==> config.mk <==
export PLATFORM = sky130hd
export DESIGN_NAME = apb_irq_dispatcher_flat
export DESIGN_NICKNAME = d
export VERILOG_FILES = /design/src/rtl/apb_irq_dispatcher_if.sv /design/src/rtl/apb_irq_dispatcher.sv /design/src/flat_wrapper.sv
export SDC_FILE = /design/constraint.sdc
export NUM_CORES = 1
export LEC_CHECK = 0
export ABC_AREA = 1
export CORE_AREA = 2 2 123 125
export DETAILED_ROUTE_END_ITERATION = 12
export DIE_AREA = 0 0 125 127
export PLACE_DENSITY = 0.67
export SYNTH_ARGS = -nofsm -noshare
export SYNTH_HDL_FRONTEND = slang
export SYNTH_SLANG_ARGS = --single-unit
==> constraint.sdc <==
create_clock -name HCLK -period 3.21 [get_ports HCLK]
set_input_delay 0.8025 -clock HCLK [delete_from_list [all_inputs] [get_ports HCLK]]
set_output_delay 0.8025 -clock HCLK [all_outputs]
set_load 0.01 [all_outputs]
==> src/rtl/apb_irq_dispatcher_if.sv <==
// Bundles the APB slave port and the core interrupt handshake of the dispatcher.
// Latency: none, wires only.
// Backpressure: none here; PREADY and the req/ack pair are carried unchanged.
interface apb_irq_dispatcher_if #(
    parameter int APB_ADDR_WIDTH = 12
);
    logic [APB_ADDR_WIDTH-1:0] PADDR;
    logic [31:0]               PWDATA;
    logic                      PWRITE;
    logic                      PSEL;
    logic                      PENABLE;
    logic [31:0]               PRDATA;
    logic                      PREADY;
    logic                      PSLVERR;
    logic [31:0]               irq_pending_i;
    logic                      irq_req_o;
    logic [4:0]                irq_id_o;
    logic                      irq_ack_i;
    logic [31:0]               irq_clr_o;

    modport slave (
        input  PADDR, PWDATA, PWRITE, PSEL, PENABLE, irq_pending_i, irq_ack_i,
        output PRDATA, PREADY, PSLVERR, irq_req_o, irq_id_o, irq_clr_o
    );

    modport master (
        output PADDR, PWDATA, PWRITE, PSEL, PENABLE, irq_pending_i, irq_ack_i,
        input  PRDATA, PREADY, PSLVERR, irq_req_o, irq_id_o, irq_clr_o
    );
endinterface

==> src/rtl/apb_irq_dispatcher.sv <==
// Arbitrates enabled pending interrupt lines, requests one ID from the core, clears it on ack, holds it until EOI.
// Latency: pending->request 1 cycle, ack->clear pulse 1 cycle, EOI->idle 1 cycle; APB has zero wait states.
// Backpressure: a request is held until ack, withdrawal or timeout; IRQ_DISPATCH_RR_EN adds round-robin arbitration.
module apb_irq_dispatcher #(
    parameter int APB_ADDR_WIDTH = 12,
    parameter int TIMEOUT_W      = 16
) (
    input logic                 HCLK,
    input logic                 HRESET,
    apb_irq_dispatcher_if.slave bus
);

    typedef enum logic [1:0] {
        IDLE    = 2'd0,
        REQ     = 2'd1,
        SERVICE = 2'd2
    } state_t;

    state_t               state;
    state_t               state_n;
    logic                 ctrl_en;
    logic                 rr_bit;
    logic [31:0]          mask;
    logic [TIMEOUT_W-1:0] timeout;
    logic [TIMEOUT_W-1:0] cnt;
    logic [TIMEOUT_W-1:0] cnt_inc;
    logic [4:0]           id;
    logic [31:0]          clr;
    logic [31:0]          cand;
    logic [4:0]           winner;
    logic                 id_load;
    logic                 clr_fire;
    logic                 timeout_hit;
    logic [2:0]           offset;
    logic                 wr;
    logic                 eoi_wr;
    logic                 mapped;
    logic [31:0]          rdata;
    logic                 unused_addr;

    // Lowest set bit index of a vector; 0 when the vector is empty.
    function automatic logic [4:0] lowest(input logic [31:0] v);
        logic [4:0] r;
        r = '0;
        for (int i = 31; i >= 0; i--) begin
            if (v[i]) r = i[4:0];
        end
        return r;
    endfunction

    assign offset      = bus.PADDR[4:2];
    assign unused_addr = ^{bus.PADDR[APB_ADDR_WIDTH-1:5], bus.PADDR[1:0]};
    assign wr          = bus.PSEL & bus.PENABLE & bus.PWRITE;
    assign eoi_wr      = wr & (offset == 3'd4);
    assign mapped      = (offset <= 3'd4);
    assign cand        = bus.irq_pending_i & mask;

    // Saturating count; the request is withdrawn in the cycle the count would reach TIMEOUT.
    assign cnt_inc     = (cnt == {TIMEOUT_W{1'b1}}) ? cnt : cnt + 1'b1;
    assign timeout_hit = (timeout != '0) && (cnt_inc >= timeout);

`ifdef IRQ_DISPATCH_RR_EN
    logic        ctrl_rr;
    logic [4:0]  ptr;
    logic [31:0] rot;

    // Rotating the candidates by the pointer turns the round-robin search into a lowest-index search.
    assign rot    = 32'({cand, cand} >> ptr);
    assign winner = ctrl_rr ? (lowest(rot) + ptr) : lowest(cand);
    assign rr_bit = ctrl_rr;

    // Round-robin pointer moves past the line the core just accepted.
    always_ff @(posedge HCLK) begin
        if (HRESET) begin
            ptr <= '0;
        end else if (clr_fire) begin
            ptr <= id + 5'd1;
        end
    end
`else
    assign winner = lowest(cand);
    assign rr_bit = 1'b0;
`endif

    // Software-visible configuration registers.
    always_ff @(posedge HCLK) begin
        if (HRESET) begin
            ctrl_en <= 1'b0;
            mask    <= '0;
            timeout <= '0;
`ifdef IRQ_DISPATCH_RR_EN
            ctrl_rr <= 1'b0;
`endif
        end else if (wr) begin
            case (offset)
                3'd0: begin
                    ctrl_en <= bus.PWDATA[0];
`ifdef IRQ_DISPATCH_RR_EN
                    ctrl_rr <= bus.PWDATA[1];
`endif
                end
                3'd1:    mask    <= bus.PWDATA;
                3'd2:    timeout <= bus.PWDATA[TIMEOUT_W-1:0];
                default: ;
            endcase
        end
    end

    // Next-state decode; ack has priority over every withdrawal cause.
    always_comb begin
        state_n  = state;
        id_load  = 1'b0;
        clr_fire = 1'b0;
        case (state)
            IDLE: begin
                if (ctrl_en && (cand != '0)) begin
                    state_n = REQ;
                    id_load = 1'b1;
                end
            end
            REQ: begin
                if (bus.irq_ack_i) begin
                    state_n  = SERVICE;
                    clr_fire = 1'b1;
                end else if (!cand[id] || !ctrl_en || timeout_hit) begin
                    state_n = IDLE;
                end
            end
            SERVICE: begin
                if (eoi_wr) state_n = IDLE;
            end
            default: state_n = IDLE;
        endcase
    end

    // State, latched ID, request timer and the one-cycle clear pulse.
    always_ff @(posedge HCLK) begin
        if (HRESET) begin
            state <= IDLE;
            id    <= '0;
            cnt   <= '0;
            clr   <= '0;
        end else begin
            state <= state_n;
            clr   <= clr_fire ? (32'd1 << id) : '0;
            if (id_load) begin
                id  <= winner;
                cnt <= '0;
            end else if (state == REQ) begin
                cnt <= cnt_inc;
            end
        end
    end

    // APB read mux; STATUS is read-only and EOI reads as zero.
    always_comb begin
        rdata = '0;
        if (bus.PSEL) begin
            case (offset)
                3'd0:    rdata = {30'd0, rr_bit, ctrl_en};
                3'd1:    rdata = mask;
                3'd2:    rdata = 32'(timeout);
                3'd3:    rdata = {15'd0, (state == SERVICE), 7'd0, id, 2'd0, state};
                default: rdata = '0;
            endcase
        end
    end

    assign bus.PRDATA    = rdata;
    assign bus.PREADY    = 1'b1;
    assign bus.PSLVERR   = bus.PSEL & bus.PENABLE & ~mapped;
    assign bus.irq_req_o = (state == REQ);
    assign bus.irq_id_o  = id;
    assign bus.irq_clr_o = clr;

endmodule

==> src/flat_wrapper.sv <==
// flat-port wrapper written by rule: the top's interface ports become plain ports
module apb_irq_dispatcher_flat 
#(
    parameter int APB_ADDR_WIDTH = 12,
    parameter int TIMEOUT_W      = 16
)
  (HCLK, HRESET, bus_PADDR, bus_PWDATA, bus_PWRITE, bus_PSEL, bus_PENABLE, bus_irq_pending_i, bus_irq_ack_i, bus_PRDATA, bus_PREADY, bus_PSLVERR, bus_irq_req_o, bus_irq_id_o, bus_irq_clr_o);
  apb_irq_dispatcher_if #(.APB_ADDR_WIDTH(APB_ADDR_WIDTH)) bus_i ();
  input logic HCLK;
  input logic HRESET;
  input wire logic [$bits(bus_i.PADDR)-1:0] bus_PADDR;
  input wire logic [$bits(bus_i.PWDATA)-1:0] bus_PWDATA;
  input wire logic [$bits(bus_i.PWRITE)-1:0] bus_PWRITE;
  input wire logic [$bits(bus_i.PSEL)-1:0] bus_PSEL;
  input wire logic [$bits(bus_i.PENABLE)-1:0] bus_PENABLE;
  input wire logic [$bits(bus_i.irq_pending_i)-1:0] bus_irq_pending_i;
  input wire logic [$bits(bus_i.irq_ack_i)-1:0] bus_irq_ack_i;
  output wire logic [$bits(bus_i.PRDATA)-1:0] bus_PRDATA;
  output wire logic [$bits(bus_i.PREADY)-1:0] bus_PREADY;
  output wire logic [$bits(bus_i.PSLVERR)-1:0] bus_PSLVERR;
  output wire logic [$bits(bus_i.irq_req_o)-1:0] bus_irq_req_o;
  output wire logic [$bits(bus_i.irq_id_o)-1:0] bus_irq_id_o;
  output wire logic [$bits(bus_i.irq_clr_o)-1:0] bus_irq_clr_o;
  assign bus_i.PADDR = bus_PADDR;
  assign bus_i.PWDATA = bus_PWDATA;
  assign bus_i.PWRITE = bus_PWRITE;
  assign bus_i.PSEL = bus_PSEL;
  assign bus_i.PENABLE = bus_PENABLE;
  assign bus_i.irq_pending_i = bus_irq_pending_i;
  assign bus_i.irq_ack_i = bus_irq_ack_i;
  assign bus_PRDATA = bus_i.PRDATA;
  assign bus_PREADY = bus_i.PREADY;
  assign bus_PSLVERR = bus_i.PSLVERR;
  assign bus_irq_req_o = bus_i.irq_req_o;
  assign bus_irq_id_o = bus_i.irq_id_o;
  assign bus_irq_clr_o = bus_i.irq_clr_o;
  apb_irq_dispatcher #(.APB_ADDR_WIDTH(APB_ADDR_WIDTH), .TIMEOUT_W(TIMEOUT_W)) u_core (.HCLK(HCLK), .HRESET(HRESET), .bus(bus_i));
endmodule
==> impl_metrics.toml, run 1 <==
[die]
start_util = 0.375
die_y_um = 127
pin_count = 154
rows = 44
dieArea_mm2 = 0.0159
placeableCoreArea_mm2 = 0.0144
die_x_extent_um = 125

[clock_network]
cts_max_path_buffers = 2
cts_root_buf = "clkbuf_16"
cts.reportedPaths.clkPinSlew_ns = 0.08
cts_inserted_buffers = 9
clkSinkCount = 104
insertion_delay_ns = 0.36
h-tree-depth = 3
cts_tree = "done"

[power_and_ir_drop]
p_leak_nw = 3.44
power_density_mw_per_mm2 = 342
final_power_mw = 2.70
ir_drop_mv = 0.214

[logic_synthesis]
syn_nets = 888
synth-seq-cells = 104
synthDominantCellAreaShare = 0.385
post_synth_num_cell_types = 40
synth_async_sr_flop_share = 0
syn_inst = 789
ys_top_cells_by_area = "dfxtp_1, nand2_1, nor2_1"
syn-mean-instance-area_um2 = 6.86
top_cells_by_instance_count_after_synthesis = "nand2_1, nor2_1, dfxtp_1"
synth_top_cell_by_area = "dfxtp_1"
synth.yosys.seq_area_share = 0.385
synth-edff-count = 0
synth_flop_cell = "dfxtp_1"
post-synth-top-count-cell = "nand2_1"
yosys_warnings = 0
post_synth_instance_area_mm2 = 0.00541

[routing]
route.detailed.drc = 0
detailedRoute.firstIterationViolations = 328
route.detailed.wl_per_inst_um = 14.7
routed_wirelength_mm = 17.1
dr_total_vias = 5786
ant_nets = 0
detail_route.first_pass.iterations = 5
route.detailed.vias_per_inst = 4.98

[critical_path]
cp_cell_sequence = "ha_4 > inv_2 > nor4_2 > buf_4 > nand4_1 > nor2_4 > nor3_1 > a21oi_1 > ha_1 > o21a_1 > o21a_1 > o211ai_1 > nand2_1 > nand3_1 > nand2_1 > a21o_1 > a21oi_2 > o21ai_2 > o41ai_4 > nand3_1 > a21oi_2"
cpLargestDelayFamily = "compound AO/OA/AOI/OAI gates"
worst-path-buf-inv = 2
worstSetupEndpointType = "flop"
r2r_slack_ns = -0.11
crit_required_ns = 3.50
critical-path-max-stage-delay_ns = 0.37
critPathKind = "reg2reg"
largest_fanout_of_any_net_on_the_critical_path = 4
data_arrival_time_of_the_worst_path_ns = 3.61
cp_slowest_cell = "dfxtp_4"
critical_path.startpoint_type = "flop"

[hold_path]
worst_hold_path_type = "reg2reg"

[outcome]
run_status = "finished, violations left"
failed_checks = "setup timing"

[layout]
fillerInstances = 1424
layout.cells.non_filler = 1163
layout.core_utilization = 0.546
synthToLayoutAreaGrowth_pct = 45.6
fin_nets = 1073
num_antenna_cells = 0
drive_above_1_share = 0.160
design_area_mm2 = 0.00788

[placed_design]
dpl.hpwl_mm = 12.6
place.gp.congestion = 0.907
place_inst = 1136
port-buffer-count = 143
place_area_mm2 = 0.00738

[global_routing]
grt_antenna_before_repair = 1
grt_util_all_layers = 0.214
grt.overflow.total = 0
wire_length_of_the_first_global_routing_pass_mm = 27.5
grt_start_max_net_pins = 49
grt_pass1_vias = 5516

[sta]
timing.setup.tns_ns = -0.111
rsz_0062_raised_after_global_routing = "true"
timing_worst_slew_pin_value_ns = 0.855
timing_hold_violations_final = 0
max_freq_mhz = 301
slew-limit-headroom = 0.429
finalCritPeriodShare = 1.03
finalCriticalPeriod_ns = 3.32
report.final.setup_viol = 1
final-max-slew-violation-count = 0
post-route-worst-setup-slack_ns = -0.111
fin_worst_skew_ns = 0.0114

[run]
timing.max_cap.violations = 0
sequential cells by signal, indices dropped and copies added, names as in the netlist:
register,count
u_core.timeout,16
u_core.state,2
u_core.cnt,16
u_core.ctrl_en,1
u_core.bus.irq_clr_o,32
u_core.bus.irq_id_o,5
u_core.mask,32
metrics by stage:
stage	worst slack [ns]	hold WS, ns
finish	-0.111	0.482
global route	-0.327	0.510
CTS	-0.229	0.486
detailed placement	-0.346	0.473
global placement	-0.316	0.474
floorplan	0.185	0.457
metal layers:
layer	track usage	part of all wire	up-vias
li1	-	-	2953
met1	0.305	0.48	2631
met2	0.332	0.44	182
met3	0.0415	0.066	18
met4	0.0588	0.011	2
met5	0	0.00064	-
logic make-up (layout without fill, tap and decap cells):
family | count (synthesis) | in the layout | share of synthesized area
buffers and inverters | 117 | 307 | 0.0821
xor gates and xnor gates | 7 | 7 | 0.0113
and+or+nand+nor | 371 | 371 | 0.299
DFF | 104 | 104 | 0.385
AOI/OAI and AO/OA | 172 | 172 | 0.183
other | 1 | 1 | 0.000693
adders and majority gates | 17 | 17 | 0.0393
repair_timing:
item | CTS | global route
buffers inserted | 4 | 6
setup endpoints to repair | 33 | 6
gates cloned | 1 | 0
pin swaps | 4 | 11
hold buffers | 0 | 0
gates resized for setup | 46 | 27
cell type report:
type	instances	area [um^2]	area share
clock buffer	9	225	0.0286
clock inverter	7	81.3	0.0103
inverter	83	312	0.0395
multi-input combinational	568	3010	0.382
sequential	104	2090	0.265
tap	184	230	0.0292
timing repair buffer	208	1930	0.245
layout by cell type (no fill, tap or decap), types with 4 or more instances in the layout:
| cell | instances |
|---|---|
| nand2_1 | 140 |
| nor2_1 | 139 |
| clkdlybuf4s50_1 | 108 |
| dfxtp_1 | 101 |
| inv_1 | 67 |
| buf_4 | 60 |
| a21oi_1 | 58 |
| o21ai_0 | 40 |
| dlygate4sd2_1 | 29 |
| nand3_1 | 28 |
| nand2_2 | 26 |
| o21ai_1 | 21 |
| ha_1 | 16 |
| inv_2 | 14 |
| nand4_1 | 11 |
| a211oi_1 | 10 |
| clkbuf_16 | 9 |
| a31oi_1 | 8 |
| nor3_1 | 8 |
| o211ai_1 | 7 |
| nand2_4 | 7 |
| a41oi_1 | 6 |
| a21oi_2 | 4 |
| xor2_1 | 4 |
path summary, 6_finish.rpt:
path	from	endpoint	cells after the start
setup / recovery	u_core.cnt[0]$_SDFFE_PP0P_	u_core.state[0]$_SDFFE_PP0P_	21
hold / removal	u_core.mask[19]$_SDFFE_PP0P_	u_core.mask[19]$_SDFFE_PP0P_	2
setup reg to reg	u_core.cnt[0]$_SDFFE_PP0P_	u_core.state[0]$_SDFFE_PP0P_	21
hold reg to reg	u_core.mask[19]$_SDFFE_PP0P_	u_core.mask[19]$_SDFFE_PP0P_	2
worst reg2reg max path, delay by kind of cell (launching register included):
| kind | cells | cell delay (ns) |
|---|---|---|
| DFF | 1 | 0.37 |
| adders and majority gates | 2 | 0.40 |
| AOI/OAI and AO/OA | 9 | 1.27 |
| buffers and inverters | 2 | 0.21 |
| and+or+nand+nor | 8 | 1.02 |
power by group:
| part | internal, mW | switching [mW] | leakage, nW |
|---|---|---|---|
| clock network | 0.557 | 0.577 | 0.150 |
| logic | 0.136 | 0.124 | 2.45 |
| registers | 1.30 | 0.00653 | 0.840 |
No activity file was read; power rests on OpenSTA's default activity.
==> run 2: changes to the inputs <==
--- a/config.mk
+++ b/config.mk
@@ -6,9 +6,11 @@
 export NUM_CORES = 1
 export LEC_CHECK = 0
 export ABC_AREA = 1
+export CAP_MARGIN = 20
 export CORE_AREA = 2 2 123 125
 export DETAILED_ROUTE_END_ITERATION = 12
 export DIE_AREA = 0 0 125 127
+export HOLD_SLACK_MARGIN = 0.1
 export PLACE_DENSITY = 0.67
 export SYNTH_ARGS = -nofsm -noshare
 export SYNTH_HDL_FRONTEND = slang
==> constraint.sdc (replaced) <==
create_clock -name HCLK -period 2.8 [get_ports HCLK]
set_input_delay 0.7 -clock HCLK [delete_from_list [all_inputs] [get_ports HCLK]]
set_output_delay 0.7 -clock HCLK [all_outputs]
set_load 0.01 [all_outputs]
==> run 2 against run 1 <==
The flow still finishes with violations (setup timing). Sequential share of layout area is 0.052 points lower. Maximum frequency up 3.8%. Clock-buffer cell count unchanged. Critical path depth rose by 1. Register-to-register slack lost 0.29 ns. Sequential cell count unchanged. Clock skew is 0.0017 ns higher. Die area stayed put. Non-clock buffer count grew 14. Global-route usage about the same. Critical path type unchanged. Wire length is 0.61% higher.
==> impl_metrics.toml, run 2 (same netlist as run 1, synthesis figures left out) <==
[layout]
layout.cells.non_filler = 1177
layout.core_utilization = 0.546
seqCellArea_mm2 = 0.00208
multi_input_area_mm2 = 0.00294
fin_nets = 1087
layout.cells.most_common_list = "nand2_1, nor2_1, clkdlybuf4s50_1, dfxtp_1, buf_4"
synthToLayoutAreaGrowth_pct = 45.7
drive_above_1_share = 0.161
layout_commonest_cell = "nand2_1"
design_area_mm2 = 0.00788
fillerInstances = 1438
num_antenna_cells = 0

[global_routing]
grt_start_max_net_pins = 49
wire_length_of_the_first_global_routing_pass_mm = 27.6
grt.overflow.total = 0
grt_pass1_vias = 5536
grt_antenna_before_repair = 2
grt_util_all_layers = 0.214

[run]
timing.max_cap.violations = 0

[routing]
route.detailed.drc = 0
routed_wirelength_mm = 17.2
route.detailed.wl_per_inst_um = 14.6
dr_total_vias = 5843
ant_nets = 0
detailedRoute.firstIterationViolations = 394
detail_route.first_pass.iterations = 5
route.detailed.vias_per_inst = 4.96

[critical_path]
crit_required_ns = 3.10
worstSetupEndpointType = "flop"
cp_cell_sequence = "ha_1 > inv_2 > buf_4 > nor3_4 > nand2_2 > nor4_4 > nor2_1 > a21oi_2 > ha_1 > a21boi_1 > o21a_1 > o21a_1 > o211ai_1 > nand2_1 > nand3_1 > nand2_1 > a21o_1 > a21oi_1 > o21ai_1 > o41ai_2 > nand3_1 > a21oi_1"
r2r_start = "u_core.cnt[0]$_SDFFE_PP0P_"
largest_fanout_of_any_net_on_the_critical_path = 3
critPathKind = "reg2reg"
cp_slowest_cell = "dfxtp_2"
data_arrival_time_of_the_worst_path_ns = 3.50
critical_path.startpoint_type = "flop"
critical_path.startpoint = "u_core.cnt[0]$_SDFFE_PP0P_"
critical-path-max-stage-delay_ns = 0.34

[sta]
fin_worst_skew_ns = 0.0130
post-route-worst-setup-slack_ns = -0.400
max_freq_mhz = 312
final-max-slew-violation-count = 0
slew-limit-headroom = 0.452
rsz_0062_raised_after_global_routing = "true"
finalCritPeriodShare = 1.14
hold_slack_ns = 0.484
timing_hold_violations_final = 0
finalCriticalPeriod_ns = 3.20
report.final.setup_viol = 1
timing_worst_slew_pin_value_ns = 0.819

[clock_network]
insertion_delay_ns = 0.36
cts.reportedPaths.clkPinSlew_ns = 0.08
ctsHoldBuffers = 0
cts_max_path_buffers = 2
cts_inserted_buffers = 9
cts_root_buf = "clkbuf_16"
cts_tree = "done"
h-tree-depth = 3
clkSinkCount = 104

[placed_design]
dpl.hpwl_mm = 12.9
place_area_mm2 = 0.00755
port-buffer-count = 143
place_inst = 1158
place.gp.congestion = 0.924
post-place-ws_ns = -0.470

[hold_path]
hold_path_startpoint = "u_core.mask[19]$_SDFFE_PP0P_"
worst_hold_path_type = "reg2reg"

[die]
dieArea_mm2 = 0.0159
start_util = 0.375
placeableCoreArea_mm2 = 0.0144
die_y_um = 127
pin_count = 154
die_x_extent_um = 125
rows = 44

[power_and_ir_drop]
p_leak_nw = 3.48
ir_drop_mv = 0.269
power_density_mw_per_mm2 = 391

[outcome]
failed_checks = "setup timing"
run_status = "finished, violations left"
run 2: cell count changes in the layout (fill, tap and decap cells not counted), sizes merged:
cell | previous run | this run
buf | 65 | 79
clkdlybuf4s50 | 108 | 104
clkbuf | 10 | 12
clkdlybuf4s15 | 2 | 0
dlygate4sd2 | 29 | 33
run 2: area by class of cell:
cell class	instances	area share
Tap cell	184	0.0292
Sequential cell	104	0.264
Inverter	83	0.0395
Clock buffer	9	0.0286
Timing Repair Buffer	222	0.255
Multi-Input combinational cell	568	0.372
Clock inverter	7	0.0106
run 2: timing repair:
item / in CTS / in global routing
pin swaps: 3 / 3
endpoints found under the setup margin: 34 / 30
setup buffers: 2 / 0
cloned: 1 / 0
gates resized for setup: 49 / 9
run 2: worst paths after layout:
path	to	cells after the start	slack, ns
worst max-delay path	u_core.state[0]$_SDFFE_PP0P_	22	-0.40
worst max register to register	u_core.state[0]$_SDFFE_PP0P_	22	-0.40
worst min register to register	u_core.mask[19]$_SDFFE_PP0P_	2	0.48
worst min-delay path	u_core.mask[19]$_SDFFE_PP0P_	2	0.48
run 2: per-stage QoR:
step                power, mW  TNS (ns)
floorplan                1.63   -0.0586
global placement         1.81    -14.38
detailed placement       1.81    -14.13
CTS                      3.10    -0.422
global route             3.19    -0.675
finish                   3.08    -0.400
run 2: power breakdown:
| group | switching, mW | internal [mW] |
|---|---|---|
| Sequential | 0.00764 | 1.49 |
| Combinational | 0.136 | 0.151 |
| Clock | 0.656 | 0.641 |
run 2: critical path, delay by kind of cell, from the launching register on:
family                     cells  cell delay [ns]
and+or+nand+nor                8             0.89
AOI/OAI and AO/OA             10             1.32
buffers and inverters          2             0.17
DFF                            1             0.34
adders and majority gates      2             0.41
run 2: routing by layer:
| metal | routed length, um | GRT usage |
|---|---|---|
| met5 | 25 | 0 |
| met4 | 216 | 0.0588 |
| met3 | 1350 | 0.0473 |
| met2 | 7430 | 0.336 |
| met1 | 8190 | 0.299 |
